`config.mk`:
```
export PLATFORM = sky130hd
export DESIGN_NAME = citadel_cmd_sched
export DESIGN_NICKNAME = d
export VERILOG_FILES = /design/src/rtl/citadel_sched_pkg.sv /design/src/rtl/citadel_cmd_sched_sync_fifo.sv /design/src/rtl/citadel_cmd_sched.sv
export SDC_FILE = /design/constraint.sdc
export NUM_CORES = 1
export LEC_CHECK = 0
export ABC_CLOCK_PERIOD_IN_PS = 13200
export BUFFER_PORTS_ARGS = -buffer_cell sky130_fd_sc_hd__buf_2
export CORE_MARGIN = 1
export CORE_UTILIZATION = 45
export CTS_CLUSTER_DIAMETER = 80
export DETAILED_ROUTE_END_ITERATION = 16
export GPL_TIMING_DRIVEN = 0
export PLACE_DENSITY = 0.71
export SETUP_SLACK_MARGIN = 0.3
export SYNTH_ARGS = -nofsm -noshare
export SYNTH_HDL_FRONTEND = slang
export SYNTH_SLANG_ARGS = --single-unit
export TNS_END_PERCENT = 100
```
`constraint.sdc`:
```
create_clock -name clk_i -period 13.2 [get_ports clk_i]
set_input_delay 2.64 -clock clk_i [delete_from_list [all_inputs] [get_ports clk_i]]
set_output_delay 2.64 -clock clk_i [all_outputs]
set_load 0.03 [all_outputs]
```
`src/rtl/citadel_sched_pkg.sv`:
```
// Shared definitions for the citadel command scheduler: command payload layout,
// CSR offsets inside the 256-byte window, STATUS bit positions and issue FSM states.
// No ports; imported by citadel_cmd_sched and its queues.
package citadel_sched_pkg;

    // Command payload presented to citadel_gen (exec is the MSB of the packed word).
    typedef struct packed {
        logic        exec;
        logic        rf_we;
        logic [4:0]  rf_addr;
        logic [31:0] rf_wdata;
        logic [2:0]  fu_id;
        logic [3:0]  fu_opcode;
        logic [4:0]  fu_rs0;
        logic [4:0]  fu_rs1;
        logic [4:0]  fu_rd;
    } citadel_gen_cmd_req_struct;

    // CSR byte offsets within the window
    localparam logic [7:0] CTRL_OFS      = 8'h00;
    localparam logic [7:0] EXEC_OFS      = 8'h04;
    localparam logic [7:0] RF_WE_OFS     = 8'h08;
    localparam logic [7:0] RF_ADDR_OFS   = 8'h0C;
    localparam logic [7:0] RF_WDATA_OFS  = 8'h10;
    localparam logic [7:0] FU_ID_OFS     = 8'h14;
    localparam logic [7:0] FU_OPCODE_OFS = 8'h18;
    localparam logic [7:0] FU_RS0_OFS    = 8'h1C;
    localparam logic [7:0] FU_RS1_OFS    = 8'h20;
    localparam logic [7:0] FU_RD_OFS     = 8'h24;
    localparam logic [7:0] RDATA_OFS     = 8'h40;
    localparam logic [7:0] STATUS_OFS    = 8'h44;
    localparam logic [7:0] ERRCLR_OFS    = 8'h48;

    // STATUS register layout
    localparam int ST_CMDQ_LSB  = 0;
    localparam int ST_RESPQ_LSB = 8;
    localparam int ST_BUSY_BIT  = 16;
    localparam int ST_OVF_BIT   = 24;
    localparam int ST_UNF_BIT   = 25;

    typedef enum logic [0:0] {
        IDLE  = 1'b0,
        ISSUE = 1'b1
    } sched_state_e;

endpackage

```
`src/rtl/citadel_cmd_sched_sync_fifo.sv`:
```
// Synchronous show-ahead FIFO, DEPTH = 2**DEPTH_POW entries of WIDTH bits.
// Latency: a write is visible at rdata_bo/count_bo on the next cycle; head is combinational.
// Backpressure: wr_i on full is ignored unless rd_i pops in the same cycle; clr_i wins over rd_i and
// is applied before a same-cycle wr_i.
// Ports: clk_i, rst_ni, wr_i/wdata_bi (push), rd_i/rdata_bo (pop, head), full_o, empty_o,
// count_bo (DEPTH_POW+1 bits), clr_i (synchronous flush).
module sync_fifo #(
    parameter int WIDTH     = 32,
    parameter int DEPTH_POW = 3
) (
    input  logic                 clk_i,
    input  logic                 rst_ni,
    input  logic                 wr_i,
    input  logic [WIDTH-1:0]     wdata_bi,
    input  logic                 rd_i,
    output logic [WIDTH-1:0]     rdata_bo,
    output logic                 full_o,
    output logic                 empty_o,
    output logic [DEPTH_POW:0]   count_bo,
    input  logic                 clr_i
);

    localparam int DEPTH = 1 << DEPTH_POW;

    logic [WIDTH-1:0]     mem_q [DEPTH];
    logic [DEPTH_POW-1:0] wr_ptr_q, wr_ptr_d, rd_ptr_q, rd_ptr_d;
    logic [DEPTH_POW-1:0] wp_base, rp_base;
    logic [DEPTH_POW:0]   cnt_q, cnt_d, cnt_base;
    logic                 rd_go, wr_go;

    assign empty_o  = (cnt_q == '0);
    assign full_o   = cnt_q[DEPTH_POW];
    assign count_bo = cnt_q;
    assign rdata_bo = mem_q[rd_ptr_q];

    // A clear rewinds the pointers first, so a same-cycle write lands in slot 0.
    assign rd_go    = rd_i & ~clr_i & ~empty_o;
    assign wr_go    = wr_i & (clr_i | ~full_o | rd_go);
    assign wp_base  = clr_i ? '0 : wr_ptr_q;
    assign rp_base  = clr_i ? '0 : rd_ptr_q;
    assign cnt_base = clr_i ? '0 : cnt_q;

    assign wr_ptr_d = wp_base + DEPTH_POW'(wr_go);
    assign rd_ptr_d = rp_base + DEPTH_POW'(rd_go);
    assign cnt_d    = cnt_base + (DEPTH_POW+1)'(wr_go) - (DEPTH_POW+1)'(rd_go);

    always_ff @(posedge clk_i or negedge rst_ni) begin
        if (!rst_ni) begin
            wr_ptr_q <= '0;
            rd_ptr_q <= '0;
            cnt_q    <= '0;
        end else begin
            wr_ptr_q <= wr_ptr_d;
            rd_ptr_q <= rd_ptr_d;
            cnt_q    <= cnt_d;
        end
    end

    always_ff @(posedge clk_i) begin
        if (wr_go) begin
            mem_q[wp_base] <= wdata_bi;
        end
    end

endmodule

```
`src/rtl/citadel_cmd_sched.sv`:
```
// CSR-driven command scheduler feeding citadel_gen through a command queue, with a response queue.
// Latency: CSR writes take effect next cycle; reads respond next cycle; PUSH -> cmd_req_o two cycles later.
// Backpressure: cmd_req_o/cmd_data_bo held until cmd_ack_i; PUSH to a full cmdq is dropped (OVF);
// resp_ack_o deasserts while the response queue is full.
// Ports: clk_i/rst_ni; bus_* UDM slave (ack combinational, resp/rdata one cycle after a read);
// cmd_req_o/cmd_data_bo/cmd_ack_i to citadel_gen; resp_req_i/resp_wdata_bi/resp_ack_o from citadel_gen.
module citadel_cmd_sched
    import citadel_sched_pkg::*;
#(
    parameter logic [31:0] BASE_ADDR = 32'h1000_0000,
    parameter int          CMDQ_POW  = 3,
    parameter int          RESPQ_POW = 3
) (
    input  logic                                         clk_i,
    input  logic                                         rst_ni,
    input  logic                                         bus_req_i,
    input  logic                                         bus_we_i,
    input  logic [31:0]                                  bus_addr_bi,
    input  logic [3:0]                                   bus_be_bi,
    input  logic [31:0]                                  bus_wdata_bi,
    output logic                                         bus_ack_o,
    output logic                                         bus_resp_o,
    output logic [31:0]                                  bus_rdata_bo,
    output logic                                         cmd_req_o,
    output logic [$bits(citadel_gen_cmd_req_struct)-1:0] cmd_data_bo,
    input  logic                                         cmd_ack_i,
    input  logic                                         resp_req_i,
    input  logic [31:0]                                  resp_wdata_bi,
    output logic                                         resp_ack_o
);

    localparam int CMD_W = $bits(citadel_gen_cmd_req_struct);
    localparam logic [CMDQ_POW:0] CMDQ_DEPTH = {1'b1, {CMDQ_POW{1'b0}}};

    // ---------------- bus decode ----------------
    logic [31:0] win_ofs;
    logic [7:0]  reg_ofs;
    logic        in_win, wr_acc, rd_acc;
    logic        push_req, flush, rdata_rd, errclr;

    assign win_ofs   = bus_addr_bi - BASE_ADDR;
    assign in_win    = (win_ofs[31:8] == 24'd0);
    assign reg_ofs   = win_ofs[7:0];
    assign bus_ack_o = bus_req_i & in_win;
    assign wr_acc    = bus_ack_o & bus_we_i;
    assign rd_acc    = bus_ack_o & ~bus_we_i;

    assign push_req  = wr_acc & (reg_ofs == CTRL_OFS) & bus_wdata_bi[0];
    assign flush     = wr_acc & (reg_ofs == CTRL_OFS) & bus_wdata_bi[1];
    assign errclr    = wr_acc & (reg_ofs == ERRCLR_OFS);
    assign rdata_rd  = rd_acc & (reg_ofs == RDATA_OFS);

    // ---------------- state ----------------
    citadel_gen_cmd_req_struct stg_q, cmd_data_q, cmd_data_d, cq_head_s;
    sched_state_e              state_q, state_d;
    logic                      inflight_q, inflight_d;
    logic                      ovf_q, unf_q;
    logic                      bus_resp_q;
    logic [31:0]               bus_rdata_q;

    // ---------------- command queue ----------------
    // The command being offered to citadel_gen lives in cmd_data_q, not in the FIFO, so the next
    // head is already at the FIFO output when the ack arrives (back-to-back issue). inflight_q keeps
    // that entry counted as cmdq occupancy until it is acked or flushed.
    logic [CMD_W-1:0]  cq_head;
    logic              cq_wr, cq_rd, cq_full, cq_empty;
    logic [CMDQ_POW:0] cq_cnt, cq_cnt_l;
    logic              cq_full_l, slot_free, push_ok;

    assign cq_head_s = citadel_gen_cmd_req_struct'(cq_head);
    assign cq_cnt_l  = cq_cnt + {{CMDQ_POW{1'b0}}, inflight_q};
    assign cq_full_l = (cq_cnt_l == CMDQ_DEPTH);
    assign slot_free = (state_q == ISSUE) & cmd_ack_i & inflight_q;
    assign push_ok   = push_req & (flush | ~cq_full_l | slot_free);
    assign cq_wr     = push_ok;

    sync_fifo #(
        .WIDTH     (CMD_W),
        .DEPTH_POW (CMDQ_POW)
    ) u_cmdq (
        .clk_i    (clk_i),
        .rst_ni   (rst_ni),
        .wr_i     (cq_wr),
        .wdata_bi (stg_q),
        .rd_i     (cq_rd),
        .rdata_bo (cq_head),
        .full_o   (cq_full),
        .empty_o  (cq_empty),
        .count_bo (cq_cnt),
        .clr_i    (flush)
    );

    // ---------------- response queue ----------------
    logic [31:0]        rq_head;
    logic               rq_wr, rq_rd, rq_full, rq_empty;
    logic [RESPQ_POW:0] rq_cnt;

    assign resp_ack_o = ~rq_full;
    assign rq_wr      = resp_req_i & ~rq_full;
    assign rq_rd      = rdata_rd & ~rq_empty;

    sync_fifo #(
        .WIDTH     (32),
        .DEPTH_POW (RESPQ_POW)
    ) u_respq (
        .clk_i    (clk_i),
        .rst_ni   (rst_ni),
        .wr_i     (rq_wr),
        .wdata_bi (resp_wdata_bi),
        .rd_i     (rq_rd),
        .rdata_bo (rq_head),
        .full_o   (rq_full),
        .empty_o  (rq_empty),
        .count_bo (rq_cnt),
        .clr_i    (flush)
    );

    // ---------------- issue FSM ----------------
    always_comb begin
        state_d    = state_q;
        cmd_data_d = cmd_data_q;
        inflight_d = inflight_q;
        cq_rd      = 1'b0;
        // A flush drops the in-flight entry from the count but never retracts cmd_req_o.
        if (flush) begin
            inflight_d = 1'b0;
        end
        case (state_q)
            IDLE: begin
                if (!cq_empty && !flush) begin
                    cq_rd      = 1'b1;
                    cmd_data_d = cq_head_s;
                    inflight_d = 1'b1;
                    state_d    = ISSUE;
                end
            end
            ISSUE: begin
                if (cmd_ack_i) begin
                    if (!cq_empty && !flush) begin
                        cq_rd      = 1'b1;
                        cmd_data_d = cq_head_s;
                        inflight_d = 1'b1;
                    end else begin
                        inflight_d = 1'b0;
                        state_d    = IDLE;
                    end
                end
            end
            default: state_d = IDLE;
        endcase
    end

    assign cmd_req_o   = (state_q == ISSUE);
    assign cmd_data_bo = cmd_data_q;

    // ---------------- read mux ----------------
    logic [31:0] status_w, rd_val;

    always_comb begin
        status_w = '0;
        status_w[ST_CMDQ_LSB  +: CMDQ_POW+1]  = cq_cnt_l;
        status_w[ST_RESPQ_LSB +: RESPQ_POW+1] = rq_cnt;
        status_w[ST_BUSY_BIT] = (state_q != IDLE);
        status_w[ST_OVF_BIT]  = ovf_q;
        status_w[ST_UNF_BIT]  = unf_q;
    end

    always_comb begin
        rd_val = '0;
        case (reg_ofs)
            RDATA_OFS:  rd_val = rq_empty ? 32'd0 : rq_head;
            STATUS_OFS: rd_val = status_w;
            default:    rd_val = '0;
        endcase
    end

    assign bus_resp_o   = bus_resp_q;
    assign bus_rdata_bo = bus_rdata_q;

    // ---------------- registers ----------------
    always_ff @(posedge clk_i or negedge rst_ni) begin
        if (!rst_ni) begin
            state_q     <= IDLE;
            cmd_data_q  <= '0;
            inflight_q  <= 1'b0;
            stg_q       <= '0;
            ovf_q       <= 1'b0;
            unf_q       <= 1'b0;
            bus_resp_q  <= 1'b0;
            bus_rdata_q <= '0;
        end else begin
            state_q     <= state_d;
            cmd_data_q  <= cmd_data_d;
            inflight_q  <= inflight_d;
            bus_resp_q  <= rd_acc;
            bus_rdata_q <= rd_acc ? rd_val : 32'd0;

            if (errclr) begin
                ovf_q <= 1'b0;
                unf_q <= 1'b0;
            end else begin
                if (push_req && !push_ok) ovf_q <= 1'b1;
                if (rdata_rd && rq_empty) unf_q <= 1'b1;
            end

            if (wr_acc) begin
                case (reg_ofs)
                    EXEC_OFS:      stg_q.exec      <= bus_wdata_bi[0];
                    RF_WE_OFS:     stg_q.rf_we     <= bus_wdata_bi[0];
                    RF_ADDR_OFS:   stg_q.rf_addr   <= bus_wdata_bi[4:0];
                    RF_WDATA_OFS:  stg_q.rf_wdata  <= bus_wdata_bi;
                    FU_ID_OFS:     stg_q.fu_id     <= bus_wdata_bi[2:0];
                    FU_OPCODE_OFS: stg_q.fu_opcode <= bus_wdata_bi[3:0];
                    FU_RS0_OFS:    stg_q.fu_rs0    <= bus_wdata_bi[4:0];
                    FU_RS1_OFS:    stg_q.fu_rs1    <= bus_wdata_bi[4:0];
                    FU_RD_OFS:     stg_q.fu_rd     <= bus_wdata_bi[4:0];
                    default: ;
                endcase
            end
        end
    end

    // Byte enables carry no information for 32-bit-only access; the physical cmdq full flag is
    // superseded by the occupancy count that includes the in-flight command.
    logic unused_sig;
    assign unused_sig = ^{bus_be_bi, cq_full};

endmodule

```
Word level (Yosys, flattened, before mapping). Memory sizes are Yosys's and may differ from the RTL's. Index checks and enable logic that the tools add are counted.

Flip-flop bits (word level): 179. Bits in latches: 0. Memory bits (writable): 744. Bits in read-only memories: 0. Input port bits: 106. Word-level logic and storage cells: 139. Memories kept: 2.

Memory list: u_cmdq.mem_q (depth 8, width 61, read ports 1, clocked after Yosys merged registers in 0, wr ports 1, RTL line citadel_cmd_sched_sync_fifo.sv:25) `logic [WIDTH-1:0] mem_q [DEPTH];`; u_respq.mem_q (depth 8, width 32, read ports 1, clocked after Yosys merged registers in 0, wr ports 1, RTL line citadel_cmd_sched_sync_fifo.sv:25).

Add/sub/neg operators: 10. Multipliers: 0. Divide/modulo/power cells: 0. Magnitude comparators: 0. Equality and inequality tests: 14. Shift-type cells: 0. Muxes and demuxes: 29. Bitwise logic cells: 33. Reductions and logical operators: 21.

Operators with widths (count): $mux 61 (2); $pmux 61 s2 (1); $mux 32 (2); $pmux 32 s2 (1); $eq 8x5->1 const B (4); $sub 32x29->32 const B (1); $eq 8x7->1 const B (3); $logic_not 24->1 (1); $and 1x1->1 (19); $reduce_and 2->1 (9); $eq 8x4->1 const B (2); $eq 8x6->1 const B (2); $mux 1 (14); $add 3x1->3 (4); $add 4x1->4 (3); $mux 3 (4); $eq 8x3->1 const B (1); $logic_not 4->1 (2); $logic_not 8->1 (1); $mux 4 (2); $not 1->1 (8); $sub 4x1->4 (2); $or 1x1->1 (6); $pmux 1 s2 (3); 5 further kinds (10).

Longest topological paths before layout. Gate-level depths: netlist (run 1).

Word-level depth: 17. Mapped depth: 14.

Hierarchy. From an unflattened synthesis (run 1), not the netlist that was laid out.

Cells, all modules: 1633. Area total of the unflattened synthesis: 35477.8 sq um.

Modules (own cells, without submodules): sync_fifo (u_cmdq) (times used 1, cells each 770, area each 18931.9 sq um); sync_fifo (u_respq) (times used 1, cells each 434, area each 10364.9 sq um); citadel_cmd_sched (times used 1, cells each 429, area each 6180.9 sq um).

Least setup slack after synthesis (run 1). No wires, ideal clock.

Path kind: input to register. From: input port bus_addr_bi[4]. To: memory u_cmdq.mem_q[4][0] (netlist bit) (enable). Library setup time: 555 ps. Arrival: 8011 ps. Path slack: 4634 ps. Stages on the path: 5. Cell sequence: nor4b_2 > nand4_1 > or4_1 > clkbuf_1 > nor3_1.

Word-level cells in the longest chain between the ends: 17. Elaborated cells between the ends (all ways): 25. Classes of those cells: add/sub: 1; mux: 6; bitwise: 14; reduce/logical: 4.

Ends and longest elaborated chain: start, declared (RTL line citadel_cmd_sched.sv:18) `input logic [31:0] bus_addr_bi,`; $sub 32x29->32 (*) (RTL line citadel_cmd_sched.sv:41) `assign win_ofs = bus_addr_bi - BASE_ADDR;`; $logic_not 24->1 (RTL line citadel_cmd_sched.sv:42) `assign in_win = (win_ofs[31:8] == 24'd0);`; $and 1x1->1 (RTL line citadel_cmd_sched.sv:44) `assign bus_ack_o = bus_req_i & in_win;`; $and 1x1->1 (RTL line citadel_cmd_sched.sv:45) `assign wr_acc = bus_ack_o & bus_we_i;`; $and 1x1->1 (*) (RTL line citadel_cmd_sched.sv:48, citadel_cmd_sched.sv:49); $and 1x1->1 (RTL line citadel_cmd_sched.sv:49) `assign flush = wr_acc & (reg_ofs == CTRL_OFS) & bus_wdata_bi[1];`; $logic_not 1->1 (RTL line citadel_cmd_sched.sv:130, citadel_cmd_sched.sv:139); $logic_and 1x1->1 (RTL line citadel_cmd_sched.sv:130, citadel_cmd_sched.sv:139); $mux 1 (RTL line citadel_cmd_sched.sv:130, citadel_cmd_sched.sv:139); $mux 1 (RTL line citadel_cmd_sched.sv:138) `if (cmd_ack_i) begin`; $pmux 1 s2 (RTL line citadel_cmd_sched.sv:128) `case (state_q)`; $and 1x1->1 (2 in series) (RTL line citadel_cmd_sched_sync_fifo.sv:37) `assign rd_go = rd_i & ~clr_i & ~empty_o;`; $or 1x1->1 (RTL line citadel_cmd_sched_sync_fifo.sv:38) `assign wr_go = wr_i & (clr_i | ~full_o | rd_go);`; $and 1x1->1 (RTL line citadel_cmd_sched_sync_fifo.sv:38); $mux 1 (RTL line citadel_cmd_sched_sync_fifo.sv:60) `if (wr_go) begin`; $mux 1 (not written as such) (RTL line citadel_cmd_sched_sync_fifo.sv:61) `mem_q[wp_base] <= wdata_bi;`; end, declared (RTL line citadel_cmd_sched_sync_fifo.sv:25).

Every way passes the cells marked *; elsewhere a longest branch is shown, timed or not.

Worst setup path in the final report (run 1).
From: input port bus_addr_bi[11]. To: output port bus_ack_o.

Word-level cells in the longest chain between the ends: 3.

Ends and longest elaborated chain: $sub 32x29->32 (RTL line citadel_cmd_sched.sv:41); $logic_not 24->1 (RTL line citadel_cmd_sched.sv:42); $and 1x1->1 (RTL line citadel_cmd_sched.sv:44); end, declared (RTL line citadel_cmd_sched.sv:21) `output logic bus_ack_o,`.

No other way between the ends.

==> results of run 1 <==
==> flip-flops by register name (all words and copies together), names as in the netlist <==
signal            flops
bus_rdata_bo         32
bus_resp_o            1
cmd_data_bo          61
cmd_req_o             1
inflight_q            1
ovf_q                 1
stg_q                61
u_cmdq.count_bo       4
u_cmdq.mem_q        488
u_cmdq.rd_ptr_q       3
u_cmdq.wr_ptr_q       3
u_respq.count_bo      4
u_respq.mem_q       256
u_respq.rd_ptr_q      3
u_respq.wr_ptr_q      3
unf_q                 1
==> per-stage QoR <==
| stage | instance area, sq um | hold WS (ns) | setup slack, ns | TNS (ns) |
|---|---|---|---|---|
| 2_1_floorplan | 35100 | 0.457 | 4.63 | 0 |
| 6_report | 41800 | 0.492 | 6.24 | 0 |
| 3_3_place_gp | 37400 | 0.475 | -0.510 | -185.93 |
| 5_1_grt | 41700 | 0.517 | 6.16 | 0 |
| 3_5_place_dp | 38400 | 0.478 | 6.27 | 0 |
| 4_1_cts | 41700 | 0.494 | 6.26 | 0 |
==> power breakdown <==
| group | internal (mW) | switching [mW] | total, mW |
|---|---|---|---|
| combinational | 0.0805 | 0.148 | 0.229 |
| clock | 1.62 | 1.14 | 2.76 |
| sequential | 3.22 | 0.0315 | 3.25 |
| total | 4.92 | 1.31 | 6.24 |
==> critical path, stage by stage <==
cell,delay [ns]
buf_2,0.11
nor4_1,0.29
nand2_1,0.27
or4_1,0.57
clkbuf_2,0.19
inv_1,0.07
buf_2,0.19
==> layout by cell type, fill, tap and decap left out, drive strengths merged, types with 10 or more instances in the layout <==
cell type	count
inv	19
and2	10
mux2	122
nor2	98
nand2	30
buf	305
nor4	12
mux4	125
o2bb2ai	10
a221oi	60
clkbuf	180
bufinv	10
edfxtp	744
clkinv	32
nand3	10
dfrtp	179
ha	16
mux2i	154
==> worst max path at each step <==
stage                     slack (ns)  cells after the start             endpoint
after global placement         -0.51                      6  u_cmdq.mem_q[3][42]
after global routing            6.16                      7            bus_ack_o
after detailed placement        6.27                      7            bus_ack_o
final                           6.24                      7            bus_ack_o
after floorplan                 4.63                      5   u_cmdq.mem_q[4][0]
after CTS                       6.26                      7            bus_ack_o
==> area by class of cell <==
cell class                 count  area [sq um]  share of cell area [%]
clock inverter                50           646                    1.55
clock buffer                 132          2660                    6.37
buffer                        87           414                   0.992
multi-input combinational    724          7950                    19.0
sequential                   923         26800                    64.2
tap                         1040          1300                    3.12
antenna                        1          2.50                 0.00599
inverter                      13          48.8                   0.117
timing repair buffer         266          1910                    4.59
==> cells by family (layout without fill, tap and decap cells) <==
group,Yosys count,in the layout,share of synthesized area (%)
XOR/XNOR,13,13,0.324
flip-flops,923,923,76.4
adder cells (fa/ha/maj),18,18,0.684
AO/OA/AOI/OAI,90,90,2.09
AND/OR/NAND/NOR,202,202,2.90
buffers and inverters,100,548,1.32
multiplexers,401,401,16.3
other,0,1,0
==> layer usage <==
layer	part of all wire (%)	wire [um]	vias up	track usage [%]
li1	-	-	7793	-
met1	40	32000	9510	26.2
met2	52	40800	611	35.4
met3	5.9	4630	132	3.76
met4	2.0	1600	10	5.18
met5	0.062	49	-	0
==> impl_metrics.yaml, run 1 <==
detailed_routing:
  via_count: 18056
  viasPerCell: 5.58
  route.detailed.drc: 0
  routed_wl_mm: 79.1
  ant_nets: 0
  wire_per_inst_um: 24.5
  drtIter0Drc: 1417
  drtPass1Iterations: 5
status:
  outcome: "finished clean"
floorplanning:
  die_w_um: 281
  die_area_sq_mm: 0.0792
  ios: 203
  dieHeight_um: 281
  start_util_pct: 45.4
  coreArea_sq_mm: 0.0773
  num_rows: 102
synth:
  synth_edf_count: 744
  ys_seq_area_share_pct: 76.4
  ys_async_sr_fraction_pct: 19.4
  synthDistinctLibCells: 51
  ys.flop_type: "edfxtp_1"
  synth_area_leaders: "edfxtp_1, dfrtp_1, mux4_2"
  synth-seq-cells: 923
  synth_area_leader_cell: "edfxtp_1"
  netlist_instances: 1747
  synth_most_common_cell: "edfxtp_1"
  syn-num-nets: 1871
  synth_top_area_share_pct: 63.6
  syn_area_per_cell_sq_um: 20.1
  synth_common_cells: "edfxtp_1, dfrtp_1, mux2i_1"
  netlist_area_sq_mm: 0.0351
  yosysWarnings: 0
worst_setup_path:
  critPathLaunch: "bus_addr_bi[11]"
  crit_fanout: 7
  r2r-end: "u_cmdq.mem_q[3][36]"
  startpoint_type: "input pin"
  required_ns: 10.56
  cp.arrival_ns: 4.32
  critPathKind: "input pin to primary output"
  reg2regPathDepth: 10
  crit-reg2reg-launch: "u_cmdq.count_bo[0]"
  endpoint_kind: "primary output"
  r2r_setup_slack_ns: 9.69
final_layout:
  fillers: 5906
  final_cells: 3236
  drive_gt1_share_pct: 31.6
  final_net_count: 2235
  final_core_util_pct: 54.0
  syn_to_final_growth_pct: 18.9
power_and_ir_drop:
  leakage_nw: 16.2
  ir_worst_vdd_mv: 0.132
  p_per_area_mw_per_mm2: 149
  finalPower_mw: 6.24
worst_hold_path:
  hold_end: "cmd_data_bo[53]"
  min_path_cells: 1
  min-delay-start: "cmd_data_bo[53]"
  min_path_type: "flop to flop"
place:
  dp_hpwl_mm: 51.3
  port-buffer-count: 196
  dp.cells: 3053
  routabilityCongestion: 0.784
grt:
  grt.total_usage_pct: 20.3
  antenna_found_initial: 7
  grt_pass1_wl_mm: 118
  first_global_vias: 18877
  grt_max_degree: 92
  grt_overflow: 0
sta:
  slew_headroom_pct: 3.71
  drv_slew: 0
  period_minus_slack_ns: 6.96
  finalHoldViolCount: 0
  rsz0062_at_grt: "no"
  min_period_over_period_pct: 52.7
  max_slew.worst_pin.slew_ns: 1.43
  setup_viol: 0
  clock.fmax_mhz: 144
  clock_skew_ns: 0.0505
clock_network:
  clock_sinks: 923
  cts_resized: 0
  path_clk_slew_ns: 0.06
  root_buffer: "clkbuf_16"
  cts_setup_buffers: 0
  cts_tree: "built"
  cts_buffer_depth: 3
  cts.htree.levels: 3
  clk_latency_ns: 0.68
  cts_buffers: 96
  hold_buffers: 0
flow_run:
  drv_cap: 0
Note: power is estimated with default switching activity, not from simulation.
==> run 2: changes to the inputs <==
ABC_CLOCK_PERIOD_IN_PS = 5800   (was 13200)
PLACE_DENSITY = 0.73   (was 0.71)
clock period = 5.8 ns   (was 13.2 ns; I/O delays follow)
==> impl_metrics.yaml, run 2 (synthesized netlist as in run 1, its figures left out) <==
final_layout:
  final_cell_mix: "edfxtp_1, buf_2, dfrtp_1"
  reg.largest.list: "u_cmdq.mem_q: 488 flops, u_respq.mem_q: 256 flops"
  final_core_util_pct: 53.8
  syn_to_final_growth_pct: 18.4
  layout_commonest_cell: "edfxtp_1"
  final_net_count: 2229
  final_cell_area_sq_mm: 0.0416
  largest_reg_flops: 488
  top_register: "u_cmdq.mem_q"
  drive_gt1_share_pct: 31.2
place:
  routabilityCongestion: 0.782
  dp_hpwl_mm: 51.4
  place_area_sq_mm: 0.0384
  port-buffer-count: 196
  pre_cts_ws_ns: 0.609
worst_setup_path:
  startpoint_type: "input pin"
  path_depth: 10
  crit-reg2reg-launch: "u_cmdq.count_bo[0]"
  critical_path.cell_chain: "buf_2 > nor4b_2 > nand4_1 > or4_1 > clkbuf_1 > nor3_2 > buf_6 > buf_6 > buf_8 > buf_6"
  cp.arrival_ns: 4.95
  critPathKind: "input pin to flop"
  crit_slowest_cell: "nor3_2"
  required_ns: 6.18
  reg2regPathDepth: 11
  cp_slowest_stage_delay_ns: 0.85
  cp_common_cell: "buf_6"
  r2r_setup_slack_ns: 2.15
  critPathLaunch: "bus_addr_bi[4]"
  endpoint_kind: "flop"
  crit_fanout: 10
  cpLargestDelayFamily: "simple AND/OR/NAND/NOR gates"
  r2r-end: "u_cmdq.mem_q[3][35]"
  crit_buf_inv: 6
floorplanning:
  ios: 203
  num_rows: 102
  die_w_um: 281
  start_util_pct: 45.4
  die_area_sq_mm: 0.0792
  coreArea_sq_mm: 0.0773
  dieHeight_um: 281
power_and_ir_drop:
  internal_power_mw: 11.0
  pwr-share-clk_pct: 43.4
  ir_worst_vdd_mv: 0.294
  switching_share_pct: 21.2
  finalPower_mw: 14.0
  seq_power_share_pct: 52.8
  p_sw_mw: 2.96
  leakage_nw: 16.1
  combPwrFrac_pct: 3.7
  p_per_area_mw_per_mm2: 336
sta:
  max_slew.worst_pin.slew_ns: 1.39
  drv_slew: 0
  fin_ws_ns: 1.23
  slew_headroom_pct: 6.31
  finalHoldViolCount: 0
  period_minus_slack_ns: 4.57
  clock_skew_ns: 0.0666
  min_period_over_period_pct: 78.7
  rsz0062_at_grt: "no"
  setup_tns_ns: 0
  clock.fmax_mhz: 219
  setup_viol: 0
clock_network:
  hold_buffers: 0
  clk_latency_ns: 0.68
  cts_tree: "built"
  cts_buffers: 95
  cts_resized: 0
  cts_buffer_depth: 3
  cts_setup_buffers: 0
  root_buffer: "clkbuf_16"
  cts.htree.levels: 3
  clock_sinks: 923
  path_clk_slew_ns: 0.06
grt:
  grt_max_degree: 95
  first_global_vias: 18765
  grt_overflow: 0
  grt_pass1_wl_mm: 117
  grt.total_usage_pct: 20.1
  antenna_found_initial: 7
detailed_routing:
  drtPass1Iterations: 7
  wire_per_inst_um: 24.4
  drtIter0Drc: 1663
  routed_wl_mm: 78.6
  ant_nets: 0
  route.detailed.drc: 0
  viasPerCell: 5.57
  via_count: 17982
status:
  outcome: "finished clean"
worst_hold_path:
  min-delay-start: "cmd_data_bo[4]"
  hold_end: "cmd_data_bo[4]"
  min_path_type: "flop to flop"
  min_path_cells: 1
flow_run:
  drv_cap: 0
-- run 2: power by group through the flow --
stage	Sequential (mW)	Clock [mW]	Combinational (mW)
6_report	7.39	6.08	0.523
5_1_grt	7.40	6.44	0.566
4_1_cts	7.39	6.18	0.531
3_5_place_dp	7.52	0	0.529
3_3_place_gp	7.53	0	0.434
2_1_floorplan	7.50	0	0.246
-- run 2: layer usage --
metal | vias up | part of all wire (%) | track usage (%)
li1 | 7758 | - | -
met2 | 634 | 51 | 34.8
met3 | 137 | 6.8 | 4.25
met1 | 9443 | 40 | 25.5
met5 | - | 0.079 | 0
met4 | 10 | 2.5 | 5.99
-- run 2: worst max path at each step --
stage and endpoint:
2_1_floorplan u_cmdq.mem_q[4][0], 3_3_place_gp u_cmdq.mem_q[7][45], 3_5_place_dp u_cmdq.mem_q[3][48], 4_1_cts u_cmdq.mem_q[3][35], 5_1_grt u_cmdq.mem_q[3][35], 6_report u_cmdq.mem_q[3][35]
-- run 2: through the flow --
stage	hold WS, ns	cells
CTS	0.488	3223
detailed placement	0.475	3047
floorplan	0.457	1747
global route	0.509	3224
global placement	0.473	2983
finish	0.485	3226
-- run 2: cell type report --
cell class | instances | area (sq um)
Inverter | 13 | 48.8
Fill cell | 5934 | 35800
Clock buffer | 135 | 2640
Buffer | 87 | 414
Multi-Input combinational cell | 724 | 7950
Sequential cell | 923 | 26800
Antenna cell | 2 | 5.00
Clock inverter | 41 | 531
Timing Repair Buffer | 261 | 1870
Tap cell | 1040 | 1300
-- run 2: worst reg2reg max path, cell delays in order (launching register included) --
cell and delay [ns]:
dfrtp_1 0.42, ha_1 0.22, ha_1 0.31, nor2_1 0.07, and4b_1 0.21, o21ai_0 0.26
nand2_1 0.33, nor3_2 0.83, buf_6 0.26, buf_6 0.17, buf_8 0.16, buf_6 0.16
